<file path="config.mk">
export PLATFORM = sky130hd
export DESIGN_NAME = rtc_i2c_sequencer
export DESIGN_NICKNAME = d
export VERILOG_FILES = /design/src/rtl/rtc_i2c_sequencer.sv
export SDC_FILE = /design/constraint.sdc
export NUM_CORES = 1
export LEC_CHECK = 0
export ABC_CLOCK_PERIOD_IN_PS = 3200
export BUFFER_PORTS_ARGS = -buffer_cell sky130_fd_sc_hd__buf_2
export CAP_MARGIN = 40
export CORE_UTILIZATION = 56
export DETAILED_ROUTE_END_ITERATION = 10
export HOLD_SLACK_MARGIN = 0.1
export PLACE_DENSITY = 0.79
export SLEW_MARGIN = 40
export SYNTH_ARGS = -nofsm -noshare
export SYNTH_HDL_FRONTEND = slang
export SYNTH_SLANG_ARGS = --single-unit
</file>
<file path="constraint.sdc">
create_clock -name sys_clk -period 3.2 [get_ports sys_clk]
set_input_delay 0.32 -clock sys_clk [delete_from_list [all_inputs] [get_ports sys_clk]]
set_output_delay 0.32 -clock sys_clk [all_outputs]
set_load 0.01 [all_outputs]
</file>
<file path="src/rtl/rtc_i2c_sequencer.sv">
// rtc_i2c_sequencer: drives the byte-level I2C master for a periodic 7-byte RTC time poll and an on-demand 7-byte time set.
// Latency: one command outstanding; first cmd_valid the cycle after IDLE is left; results pulse 1 cycle after the STOP rsp.
// Backpressure: each command is held until cmd_ready, then rsp_valid is awaited; optional watchdog when RTC_SEQ_TIMEOUT_EN is defined.
module rtc_i2c_sequencer #(
    parameter int unsigned POLL_DIV    = 50_000_000,
    parameter logic [6:0]  SLAVE_ADDR  = 7'h68,
    parameter int unsigned TIMEOUT_CYC = 1_000_000
) (
    input  logic        sys_clk,
    input  logic        sys_rst,
    input  logic        set_req,
    input  logic [55:0] set_data,
    output logic        set_ack,
    output logic [55:0] time_data,
    output logic        time_valid,
    output logic        busy,
    output logic        err,
    output logic        cmd_valid,
    input  logic        cmd_ready,
    output logic [1:0]  cmd_op,
    output logic [7:0]  cmd_data,
    output logic        cmd_nack_last,
    input  logic        rsp_valid,
    input  logic [7:0]  rsp_data,
    input  logic        rsp_nack
);
    localparam logic [1:0] OP_START = 2'b00;
    localparam logic [1:0] OP_WRITE = 2'b01;
    localparam logic [1:0] OP_READ  = 2'b10;
    localparam logic [1:0] OP_STOP  = 2'b11;
    localparam int TW = $clog2(POLL_DIV);

    typedef enum logic [3:0] {
        S_IDLE, S_START, S_ADDR_W, S_PTR, S_WDATA,
        S_RSTART, S_ADDR_R, S_RDATA, S_STOP, S_STOP_ERR
    } state_t;

    state_t        state;
    state_t        adv_state;
    logic [2:0]    adv_idx;
    logic [2:0]    idx;
    logic          wait_rsp;
    logic          is_set;
    logic [55:0]   set_buf;
    logic [55:0]   rd_buf;
    logic [TW-1:0] timer;
    logic          wrap;
    logic          poll_pending;
    logic          timeout_hit;

    assign wrap = (timer == TW'(POLL_DIV - 1));
    assign busy = (state != S_IDLE);

    // {op, data, nack_last} for the command a given step issues
    function automatic logic [10:0] cmd_for(input state_t s, input logic [2:0] i, input logic [55:0] wd);
        logic [10:0] c;
        c = {OP_STOP, 8'h00, 1'b0};
        case (s)
            S_START, S_RSTART: c = {OP_START, 8'h00, 1'b0};
            S_ADDR_W:          c = {OP_WRITE, SLAVE_ADDR, 1'b0, 1'b0};
            S_PTR:             c = {OP_WRITE, 8'h00, 1'b0};
            S_WDATA:           c = {OP_WRITE, wd[{i, 3'b000} +: 8], 1'b0};
            S_ADDR_R:          c = {OP_WRITE, SLAVE_ADDR, 1'b1, 1'b0};
            S_RDATA:           c = {OP_READ, 8'h00, (i == 3'd6)};
            default:           c = {OP_STOP, 8'h00, 1'b0};
        endcase
        return c;
    endfunction

    always_comb begin
        adv_state = S_IDLE;
        adv_idx   = 3'd0;
        case (state)
            S_START:  adv_state = S_ADDR_W;
            S_ADDR_W: adv_state = rsp_nack ? S_STOP_ERR : S_PTR;
            S_PTR:    adv_state = rsp_nack ? S_STOP_ERR : (is_set ? S_WDATA : S_RSTART);
            S_WDATA: begin
                if (rsp_nack)          adv_state = S_STOP_ERR;
                else if (idx == 3'd6)  adv_state = S_STOP;
                else begin
                    adv_state = S_WDATA;
                    adv_idx   = idx + 3'd1;
                end
            end
            S_RSTART: adv_state = S_ADDR_R;
            S_ADDR_R: adv_state = rsp_nack ? S_STOP_ERR : S_RDATA;
            S_RDATA: begin
                if (idx == 3'd6) adv_state = S_STOP;
                else begin
                    adv_state = S_RDATA;
                    adv_idx   = idx + 3'd1;
                end
            end
            default:  adv_state = S_IDLE;
        endcase
    end

`ifdef RTC_SEQ_TIMEOUT_EN
    logic [31:0] wait_cnt;
    logic        waiting;
    assign waiting     = cmd_valid || wait_rsp;
    assign timeout_hit = waiting && (wait_cnt == 32'(TIMEOUT_CYC - 1));

    // restarts on every handshake so each individual wait gets the full budget
    always_ff @(posedge sys_clk) begin
        if (sys_rst || !waiting || (cmd_valid && cmd_ready) || (wait_rsp && rsp_valid))
            wait_cnt <= '0;
        else
            wait_cnt <= wait_cnt + 32'd1;
    end
`else
    assign timeout_hit = 1'b0 && (TIMEOUT_CYC != 0);
`endif

    always_ff @(posedge sys_clk) begin
        if (sys_rst) begin
            state         <= S_IDLE;
            idx           <= 3'd0;
            wait_rsp      <= 1'b0;
            is_set        <= 1'b0;
            set_buf       <= '0;
            rd_buf        <= '0;
            timer         <= '0;
            poll_pending  <= 1'b0;
            set_ack       <= 1'b0;
            err           <= 1'b0;
            time_valid    <= 1'b0;
            time_data     <= '0;
            cmd_valid     <= 1'b0;
            cmd_op        <= 2'b00;
            cmd_data      <= 8'h00;
            cmd_nack_last <= 1'b0;
        end else begin
            set_ack    <= 1'b0;
            err        <= 1'b0;
            time_valid <= 1'b0;
            timer      <= wrap ? '0 : timer + 1'b1;

            if (state == S_IDLE) begin
                if (set_req || poll_pending) begin
                    is_set    <= set_req;
                    idx       <= 3'd0;
                    state     <= S_START;
                    cmd_valid <= 1'b1;
                    {cmd_op, cmd_data, cmd_nack_last} <= cmd_for(S_START, 3'd0, set_data);
                    if (set_req) set_buf      <= set_data;
                    else         poll_pending <= 1'b0;
                end
            end else if (cmd_valid && cmd_ready) begin
                cmd_valid <= 1'b0;
                wait_rsp  <= 1'b1;
            end else if (wait_rsp && rsp_valid) begin
                wait_rsp <= 1'b0;
                if (state == S_RDATA) rd_buf[{idx, 3'b000} +: 8] <= rsp_data;
                if (adv_state == S_IDLE) begin
                    state <= S_IDLE;
                    idx   <= 3'd0;
                    if (state == S_STOP_ERR) begin
                        err     <= 1'b1;
                        set_ack <= is_set;
                    end else if (is_set) begin
                        set_ack <= 1'b1;
                    end else begin
                        time_valid <= 1'b1;
                        time_data  <= rd_buf;
                    end
                end else begin
                    state     <= adv_state;
                    idx       <= adv_idx;
                    cmd_valid <= 1'b1;
                    {cmd_op, cmd_data, cmd_nack_last} <= cmd_for(adv_state, adv_idx, set_buf);
                end
            end else if (timeout_hit) begin
                state     <= S_IDLE;
                idx       <= 3'd0;
                cmd_valid <= 1'b0;
                wait_rsp  <= 1'b0;
                err       <= 1'b1;
                set_ack   <= is_set;
            end

            // a wrap on the same edge a poll leaves IDLE re-arms the flag
            if (wrap) poll_pending <= 1'b1;
        end
    end
endmodule

</file>
# Word level (Yosys, flattened, before mapping)

Index checks and enable logic that the tools add are counted.

Register bits after elaboration: 219
Input port bits: 70
Output and inout bits: 72
Logic and storage cells: 128

$add $sub $neg: 3
Equal/unequal tests: 23
Shifts and indexed selects: 3
Multiplexer cells: 53
Bitwise operators: 6
Reductions and logical operators: 24

Operators by type and width:

| kind                                                                    | number |
|---|---|
| 11-bit case mux with 6 select lines                                     | 1 |
| 56-bit bitwise mux                                                      | 1 |
| 8-bit by 8-bit variable shift with 56-bit output (first input constant) | 1 |
| 56-bit by 7-bit indexed part select with 8-bit output                   | 1 |
| 8-bit by 8-bit indexed part select with 56-bit output                   | 1 |
| 4-bit two-way mux                                                       | 11 |
| 8-bit two-way mux                                                       | 5 |
| 4-bit by 3-bit equality test with 1-bit output (second input constant)  | 8 |
| 4-bit case mux with 7 select lines                                      | 1 |
| 26-bit by 1-bit adder with 26-bit output (second input constant)        | 1 |
| 26-bit equality test (second input constant)                            | 1 |
| 1-bit two-way mux                                                       | 21 |
| 3-bit two-way mux                                                       | 7 |
| 4-bit by 2-bit equality test with 1-bit output (second input constant)  | 4 |
| 3-bit AND reduction                                                     | 4 |
| 2-bit two-way mux                                                       | 5 |
| 4-bit by 1-bit equality test with 1-bit output (second input constant)  | 2 |
| 4-bit zero test                                                         | 2 |
| 6-bit negation with 8-bit output                                        | 1 |
| 4-bit AND reduction                                                     | 2 |
| 2-bit nonzero test                                                      | 4 |
| 3-bit equality test (second input constant)                             | 2 |
| 1-bit inverter                                                          | 6 |
| 3-bit case mux with 2 select lines                                      | 1 |
| 14 further kinds                                                        | 19 |

# Logic depth before layout (Yosys ltp)

Gate-level depths: netlist of run 1.

Depth after elaboration: 11
Mapped depth: 9
Gate-level depth less buffers: 8

# Least setup slack after synthesis of run 1

No wires, ideal clock.

Kind: register -> register
From: reg idx[0]
To: reg rd_buf[16]
Library setup time: 0.128 ns
Arrival time: 2.221 ns
Data required time: 3.072 ns
Path slack: 0.851 ns
Stages on the path, launching flop included: 9
Buffers on the path: 0
Clock period less this slack: 2.349 ns
Path through: dfxtp_1 -> inv_1 -> ha_1 -> ha_1 -> nor2b_1 -> nand4_2 -> nor2_2 -> mux2i_1 -> nor2_1

Cells in the longest elaborated chain, start to end: 3
Elaborated cells on any way between the ends: 4
Those cells by class: 1 x add/sub; 2 x shift; 1 x mux

RTL lines:

| element                                                                                                                          | line | text |
|---|---|---|
| from (decl)                                                                                                                      | 41   | `logic [2:0] idx;` |
| from (signal assigned)                                                                                                           | 169  | `idx <= adv_idx;` |
| 6-bit negation with 8-bit output (*)                                                                                             | 154  | `if (state == S_RDATA) rd_buf[{idx, 3'b000} +: 8] <= rsp_data;` |
| 8-bit by 8-bit indexed part select with 56-bit output / 8-bit by 8-bit variable shift with 56-bit output (equally long branches) | 154  |  |
| 56-bit bitwise mux (*)                                                                                                           | 154  |  |
| to (signal, indexed assignment)                                                                                                  | 154  |  |
| to (decl)                                                                                                                        | 45   | `logic [55:0] rd_buf;` |

Mark *: on every way between the ends. The rest lies on a longest branch, timed or not.
A chain may end at the register's enable or synchronous reset.

# Final worst setup path of run 1

From: reg state[0]
To: reg rd_buf[54]

Cells in the longest elaborated chain, start to end: 3
Elaborated cells on any way between the ends: 4
Those cells by class: 1 x eq/ne; 1 x bitwise; 2 x reduce/logical

RTL lines:

| element                           | line | text |
|---|---|---|
| from (decl)                       | 38   | `state_t state;` |
| from (signal assigned)            | 168  | `state <= adv_state;` |
| 4-bit zero test                   | 139  | `if (state == S_IDLE) begin` |
| 1-bit inverter (no line)          | -    |  |
| 4-bit AND reduction (no line) (*) | -    |  |

Marked as above.

==> impl_metrics.env, run 1 <==
export IMPL_critical_path_class="register to register"
export IMPL_cts_root_buf="clkbuf_16"
export IMPL_drt_wl_total_um=23600
export IMPL_wire_per_inst_um=15.90
export IMPL_cts_resized=0
export IMPL_vias=8310
export IMPL_rrSetupSlack_ns=0.61
export IMPL_grt_max_degree=116
export IMPL_critPathBufInv=0
export IMPL_worstHoldPathType="primary input to register"
export IMPL_hpwl_um=14580
export IMPL_die_y_um=128.6
export IMPL_worstReg2RegStart="state[0]$_SDFFE_PP0P_"
export IMPL_synth_edf_count=0
export IMPL_syn_avg_cell_area_um2=8.198
export IMPL_drt_pass1_iterations=5
export IMPL_fin_crit_sh_pct=81.09
export IMPL_leakagePower_uw=0.004150
export IMPL_fin_util_pct=71.57
export IMPL_io_pins=142
export IMPL_reg2regPathDepth=5
export IMPL_drive_above_1_share_pct=16.69
export IMPL_drt_iter0_drc=755
export IMPL_final_nets=1332
export IMPL_cts_clk_slew_worst_paths_ns=0.06
export IMPL_coreArea_mm2=0.01543
export IMPL_path_cells="and4b_1 > nand3_4 > nor4_4 > mux2i_1 > nor2_1"
export IMPL_syn2layout_area_growth_pct=23.10
export IMPL_antenna_found_initial=3
export IMPL_die_area_mm2=0.01653
export IMPL_setup_tns_ns=0
export IMPL_synth_cells=1094
export IMPL_cpLargestDelayFamily="simple AND/OR/NAND/NOR gates"
export IMPL_rsz0062_at_grt="false"
export IMPL_required_ns=3.55
export IMPL_synth_top_flop_cell="dfxtp_1"
export IMPL_clockBufferDepth=3
export IMPL_critPathLaunchType="register"
export IMPL_grt_overflow=0
export IMPL_placed_area_mm2=0.009809
export IMPL_setup_viol=0
export IMPL_fin_area_mm2=0.01104
export IMPL_finalHoldViolCount=0
export IMPL_synthArstFlopShare_pct=0
export IMPL_drcViolationCount=0
export IMPL_grt_pass1_wl_um=38400
export IMPL_ys_seq_elements=219
export IMPL_ant_nets=0
export IMPL_worstSkewPairLatency_ns=0.50
export IMPL_reg2reg_to="rd_buf[54]$_SDFFE_PP0P_"
export IMPL_viasPerCell=5.600
export IMPL_hold_path_startpoint="set_data[31]"
export IMPL_ys_types=60
export IMPL_grt_use_total_pct=28.92
export IMPL_max_cap_violations=0
export IMPL_cts_htree_levels=1
export IMPL_synth_nets=1169
export IMPL_rows=45
export IMPL_arrival_ns=2.95
export IMPL_relSlewSlack_pct=48.72
export IMPL_die_w_um=128.6
export IMPL_grt_pass1_vias=7866
export IMPL_finalCriticalPeriod_ns=2.595
export IMPL_slew_violations=0
export IMPL_max_clock_freq_ghz=0.3854
export IMPL_ir_drop_mv=0.4748
export IMPL_io_buffers=141
export IMPL_floorplan_initialDensity_pct=58.13
export IMPL_slowest_stage="dfxtp_1"
export IMPL_hold_depth=3
export IMPL_gp_congestion=0.8736
export IMPL_worstPathMaxFanout=21
export IMPL_yosys_warnings=0
export IMPL_cts_tree="built"
export IMPL_powerDensity_mw_per_mm2=511.3
export IMPL_clock_sinks=219
export IMPL_numCtsBuffers=22
export IMPL_end_kind="register"
export IMPL_slowest_delay_ns=0.78
export IMPL_yosysSeqAreaShare_pct=48.88
export IMPL_status="completed"
export IMPL_synth_area_mm2=0.008969
export IMPL_clock_skew_ns=0.01093
export IMPL_worst_slew_pin_slew_ns=0.7635
export IMPL_hold_path_endpoint="set_buf[31]$_SDFFE_PP0P_"
## cell type report
class,count,area [um2]
multi-input cells,792,4259
clock buffers,33,643.1
clock inverters,4,47.55
flip-flops and latches,219,4384
fillers,1219,4387
repair buffers,210,1390
well taps,211,264.0
inverters,12,45.04
diodes,3,7.507
## worst max path at each step
stage / depth (start not counted) / slack [ns] / start / to
after detailed placement: 5 / 0.65 / state[0]$_SDFFE_PP0P_ / rd_buf[48]$_SDFFE_PP0P_
final: 5 / 0.61 / state[0]$_SDFFE_PP0P_ / rd_buf[54]$_SDFFE_PP0P_
after global placement: 5 / 0.76 / state[0]$_SDFFE_PP0P_ / rd_buf[50]$_SDFFE_PP0P_
after floorplan: 8 / 0.85 / idx[0]$_SDFFE_PP0P_ / rd_buf[16]$_SDFFE_PP0P_
after global routing: 5 / 0.45 / state[0]$_SDFFE_PP0P_ / rd_buf[52]$_SDFFE_PP0P_
after CTS: 5 / 0.62 / state[0]$_SDFFE_PP0P_ / rd_buf[55]$_SDFFE_PP0P_
## per-stage QoR
| stage | total power [uW] | hold WS [ns] | worst slack [ns] | std cells |
|---|---|---|---|---|
| 3_3_place_gp | 3156 | 0.4376 | 0.7557 | 1391 |
| 4_1_cts | 5653 | 0.1026 | 0.6213 | 1481 |
| 2_1_floorplan | 3046 | 0.4302 | 0.8512 | 1094 |
| 5_1_grt | 5808 | 0.1293 | 0.4464 | 1483 |
| 6_report | 5645 | 0.1234 | 0.6052 | 1484 |
| 3_5_place_dp | 3162 | 0.4443 | 0.6534 | 1391 |
## cell families (layout without fill, tap and decap cells)
logic type	after synthesis	after routing	share of synthesized area [%]
DFF	219	219	48.88
adders and majority gates	5	5	0.6975
and+or+nand+nor	486	486	23.80
xor gates and xnor gates	28	28	2.734
AOI/OAI and AO/OA	227	227	14.93
other	0	3	0
muxes	46	46	5.246
buffers and inverters	83	259	3.711
## state kept, by name, summed over array words and instances, names as in the netlist, 2 cells and up
signal / count
cmd_data: 8
cmd_op: 2
idx: 3
rd_buf: 56
set_buf: 56
state: 4
time_data: 56
timer: 26
## Yosys cell counts (3+ instances only)
master | number | area (um2)
or2_2 | 3 | 18.77
a221oi_1 | 9 | 78.83
a31oi_1 | 4 | 25.02
nor2_1 | 95 | 356.6
nor2b_1 | 7 | 43.79
nor3_1 | 14 | 70.07
o31ai_1 | 4 | 30.03
nor4_1 | 7 | 43.79
o211a_1 | 4 | 40.04
dfxtp_1 | 219 | 4384
xor2_1 | 8 | 70.07
nand2b_1 | 4 | 25.02
ha_1 | 5 | 62.56
a21o_1 | 4 | 30.03
nand3_1 | 20 | 100.1
nand2_1 | 291 | 1092
o21a_1 | 3 | 22.52
xnor2_1 | 20 | 175.2
o21ai_1 | 3 | 15.01
and2_1 | 5 | 31.28
buf_2 | 17 | 85.08
nor4b_1 | 3 | 26.28
clkbuf_1 | 52 | 195.2
and3_1 | 5 | 31.28
o22ai_1 | 4 | 25.02
mux2i_1 | 38 | 380.4
o21ai_0 | 9 | 45.04
mux2_2 | 8 | 90.09
a22oi_1 | 9 | 67.56
a32oi_1 | 7 | 61.31
a221o_1 | 3 | 30.03
inv_1 | 11 | 41.29
nand4_1 | 14 | 87.58
a21oi_1 | 149 | 745.7
## metal layers
layer,up-vias,routed length [um],GRT usage [%],part of all wire (%)
met5,-,0,0,0
met3,71,1640,4.491,6.9
met1,3875,10090,37.95,43
met4,0,912,13.36,3.9
li1,4048,-,-,-
met2,316,10960,46.96,46
## worst register-to-register path, stage by stage (launching register included)
cell and delay [ns]:
dfxtp_1 0.78, and4b_1 0.50, nand3_4 0.16, nor4_4 0.68
mux2i_1 0.27, nor2_1 0.06
## cell usage in the layout (no fill, tap or decap), types with 20 or more instances in the layout
cell	synthesis	final
nand2_1	291	291
dlygate4sd3_1	0	53
clkbuf_16	0	23
dfxtp_1	219	219
xnor2_1	20	20
a21oi_1	149	149
mux2i_1	38	38
buf_2	17	140
nor2_1	95	95
nand3_1	20	20
## repair_timing
| action | 4_1_cts | 5_1_grt |
|---|---|---|
| endpoints found under the hold margin | 53 | 0 |
| setup buffers | 0 | 0 |
| hold buffers | 53 | 0 |
| endpoints found under the setup margin | 0 | 0 |
## power breakdown
part           leakage [uW]  switching, uW  internal, uW  total [uW]
Sequential          0.00177           42.2          2780        2820
Combinational       0.00204            200           147         347
Clock              0.000335           1020          1460        2480
Note: power is estimated with default switching activity, not from simulation.
==> inputs of run 2 (changes only) <==
--- a/config.mk
+++ b/config.mk
@@ -5,7 +5,7 @@
 export SDC_FILE = /design/constraint.sdc
 export NUM_CORES = 1
 export LEC_CHECK = 0
-export ABC_CLOCK_PERIOD_IN_PS = 3200
+export ABC_CLOCK_PERIOD_IN_PS = 2400
 export BUFFER_PORTS_ARGS = -buffer_cell sky130_fd_sc_hd__buf_2
 export CAP_MARGIN = 40
 export CORE_UTILIZATION = 56
==> constraint.sdc (replaced) <==
create_clock -name sys_clk -period 2.4 [get_ports sys_clk]
set_input_delay 0.24 -clock sys_clk [delete_from_list [all_inputs] [get_ports sys_clk]]
set_output_delay 0.24 -clock sys_clk [all_outputs]
set_load 0.01 [all_outputs]
==> run 2 against run 1 <==
Net effect: register-to-register slack worse by 0.51 ns; flip-flop and latch count stayed put; clock power is 35% higher; core utilization is 3.2 points higher; sequential power is 33% higher; setup slack worse by 0.51 ns; critical endpoint is now cmd_data[7]$_SDFFE_PP0P_; largest cell class unchanged; largest power group unchanged.
==> impl_metrics.env, run 2 (synthesis gave the netlist of run 1 again) <==
export IMPL_cts_htree_levels=1
export IMPL_ir_drop_mv=0.5948
export IMPL_vias=8675
export IMPL_slew_violations=0
export IMPL_end_kind="register"
export IMPL_powerDensity_mw_per_mm2=664.0
export IMPL_reg_top3="rd_buf (56), set_buf (56), time_data (56)"
export IMPL_crit_end="cmd_data[7]$_SDFFE_PP0P_"
export IMPL_floorplan_initialDensity_pct=58.13
export IMPL_clock_skew_ns=0.01352
export IMPL_pwr_share_seq_pct=49.1
export IMPL_p_int_uw=5934
export IMPL_max_cap_violations=0
export IMPL_gp_congestion=0.9160
export IMPL_grt_pass1_vias=8163
export IMPL_reg2reg_to="cmd_data[7]$_SDFFE_PP0P_"
export IMPL_cts_tree="built"
export IMPL_critPathLaunchType="register"
export IMPL_die_w_um=128.6
export IMPL_die_y_um=128.6
export IMPL_die_area_mm2=0.01653
export IMPL_hpwl_um=15040
export IMPL_worstReg2RegStart="idx[1]$_SDFFE_PP0P_"
export IMPL_finalHoldViolCount=0
export IMPL_postCtsSetupBuffers=0
export IMPL_drive_above_1_share_pct=18.68
export IMPL_p_sw_uw=1722
export IMPL_grt_use_total_pct=30.42
export IMPL_relSlewSlack_pct=54.96
export IMPL_hold_depth=3
export IMPL_syn2layout_area_growth_pct=28.54
export IMPL_drt_pass1_iterations=6
export IMPL_drcViolationCount=0
export IMPL_final_common_cell="nand2_1"
export IMPL_coreArea_mm2=0.01543
export IMPL_io_buffers=141
export IMPL_max_clock_freq_ghz=0.4330
export IMPL_dpl_cell_count=1418
export IMPL_setup_tns_ns=0
export IMPL_numCtsBuffers=21
export IMPL_leakagePower_uw=0.004435
export IMPL_drt_wl_total_um=25720
export IMPL_worstSkewPairLatency_ns=0.50
export IMPL_required_ns=2.76
export IMPL_antenna_found_initial=1
export IMPL_setup_viol=0
export IMPL_rows=45
export IMPL_critical_path_class="register to register"
export IMPL_clock_sinks=219
export IMPL_worstSetupStartpoint="idx[1]$_SDFFE_PP0P_"
export IMPL_viasPerCell=5.655
export IMPL_combPwrFrac_pct=6.9
export IMPL_cts_root_buf="clkbuf_16"
export IMPL_status="completed"
export IMPL_clockBufferDepth=3
export IMPL_fin_hold_ws_ns=0.1134
export IMPL_final_nets=1382
export IMPL_wire_per_inst_um=16.76
export IMPL_finalCriticalPeriod_ns=2.309
export IMPL_worst_slew_pin_slew_ns=0.6726
export IMPL_p_clk_share_pct=43.9
export IMPL_worstHoldPathType="primary input to register"
export IMPL_reg2regPathDepth=8
export IMPL_cts_clk_slew_worst_paths_ns=0.07
export IMPL_final_cells=1534
export IMPL_switching_share_pct=22.49
export IMPL_ant_nets=0
export IMPL_grt_pass1_wl_um=40120
export IMPL_grt_overflow=0
export IMPL_arrival_ns=2.67
export IMPL_worstPathMaxFanout=11
export IMPL_io_pins=142
export IMPL_grt_max_degree=110
export IMPL_fin_crit_sh_pct=96.22
export IMPL_drt_iter0_drc=825
export IMPL_rrSetupSlack_ns=0.09
export IMPL_final_cell_mix="nand2_1, dfxtp_1, a21oi_1, buf_2, nor2_1"
run 2: cell types whose count changed in the layout (fill, tap and decap cells not counted), sizes merged, moves of 2 or more:
cell / change
dlygate4sd3: +24
diode: -2
buf: +28
clkbuf: -2
run 2: timing repair:
action                     CTS  global route
hold buffers                77             0
hold endpoints to repair    69             0
setup endpoints to repair    0            32
gates resized for setup      0             7
run 2: layout make-up:
| cell class | count | area (um2) |
|---|---|---|
| inverters | 12 | 45.04 |
| well taps | 211 | 264.0 |
| repair buffers | 261 | 1859 |
| multi-input cells | 792 | 4269 |
| clock buffers | 32 | 616.8 |
| flip-flops and latches | 219 | 4388 |
| diodes | 1 | 2.502 |
| clock inverters | 6 | 83.83 |
| fillers | 1153 | 3899 |
run 2: per-layer routing:
layer / global-route usage [%] / wire length (um)
met5: 0 / 0
met2: 49.76 / 12150
met3: 5.655 / 1805
met4: 14.95 / 1181
met1: 38.75 / 10580
run 2: how the worst min path moves through the flow:
stage	slack (ns)	start	to
CTS	0.10	rsp_data[5]	rd_buf[45]$_SDFFE_PP0P_
finish	0.11	rsp_data[5]	rd_buf[45]$_SDFFE_PP0P_
detailed placement	0.44	rd_buf[14]$_SDFFE_PP0P_	rd_buf[14]$_SDFFE_PP0P_
global placement	0.44	rd_buf[6]$_SDFFE_PP0P_	time_data[6]$_SDFFE_PP0P_
global route	0.11	rsp_data[1]	rd_buf[25]$_SDFFE_PP0P_
floorplan	0.38	set_data[12]	set_buf[12]$_SDFFE_PP0P_
run 2: worst max-delay path: stages, from the launching register on:
cell and delay [ns]:
dfxtp_1 0.43, inv_1 0.08, ha_2 0.46, buf_4 0.22, mux2_2 0.36, a22oi_1 0.22
nor2_1 0.14, a31oi_1 0.17, o22ai_1 0.10
run 2: per-stage QoR:
| step | instance area (um2) | power [uW] | util [%] | setup slack, ns |
|---|---|---|---|---|
| after floorplan | 8969 | 4061 | - | 0.05116 |
| after CTS | 11510 | 7649 | 74.60 | 0.02947 |
| after global routing | 11530 | 7879 | 74.73 | -0.01998 |
| after detailed placement | 10040 | 4234 | 65.06 | 0.1547 |
| after global placement | 10040 | 4227 | 65.06 | 0.2110 |
| final | 11530 | 7656 | 74.73 | 0.09060 |
run 2: power by group through the flow:
stage	Combinational, uW	Clock [uW]	Sequential, uW
global placement	395	0	3830
global route	576	3540	3760
detailed placement	400	0	3830
floorplan	248	0	3810
CTS	501	3390	3750
finish	531	3360	3760
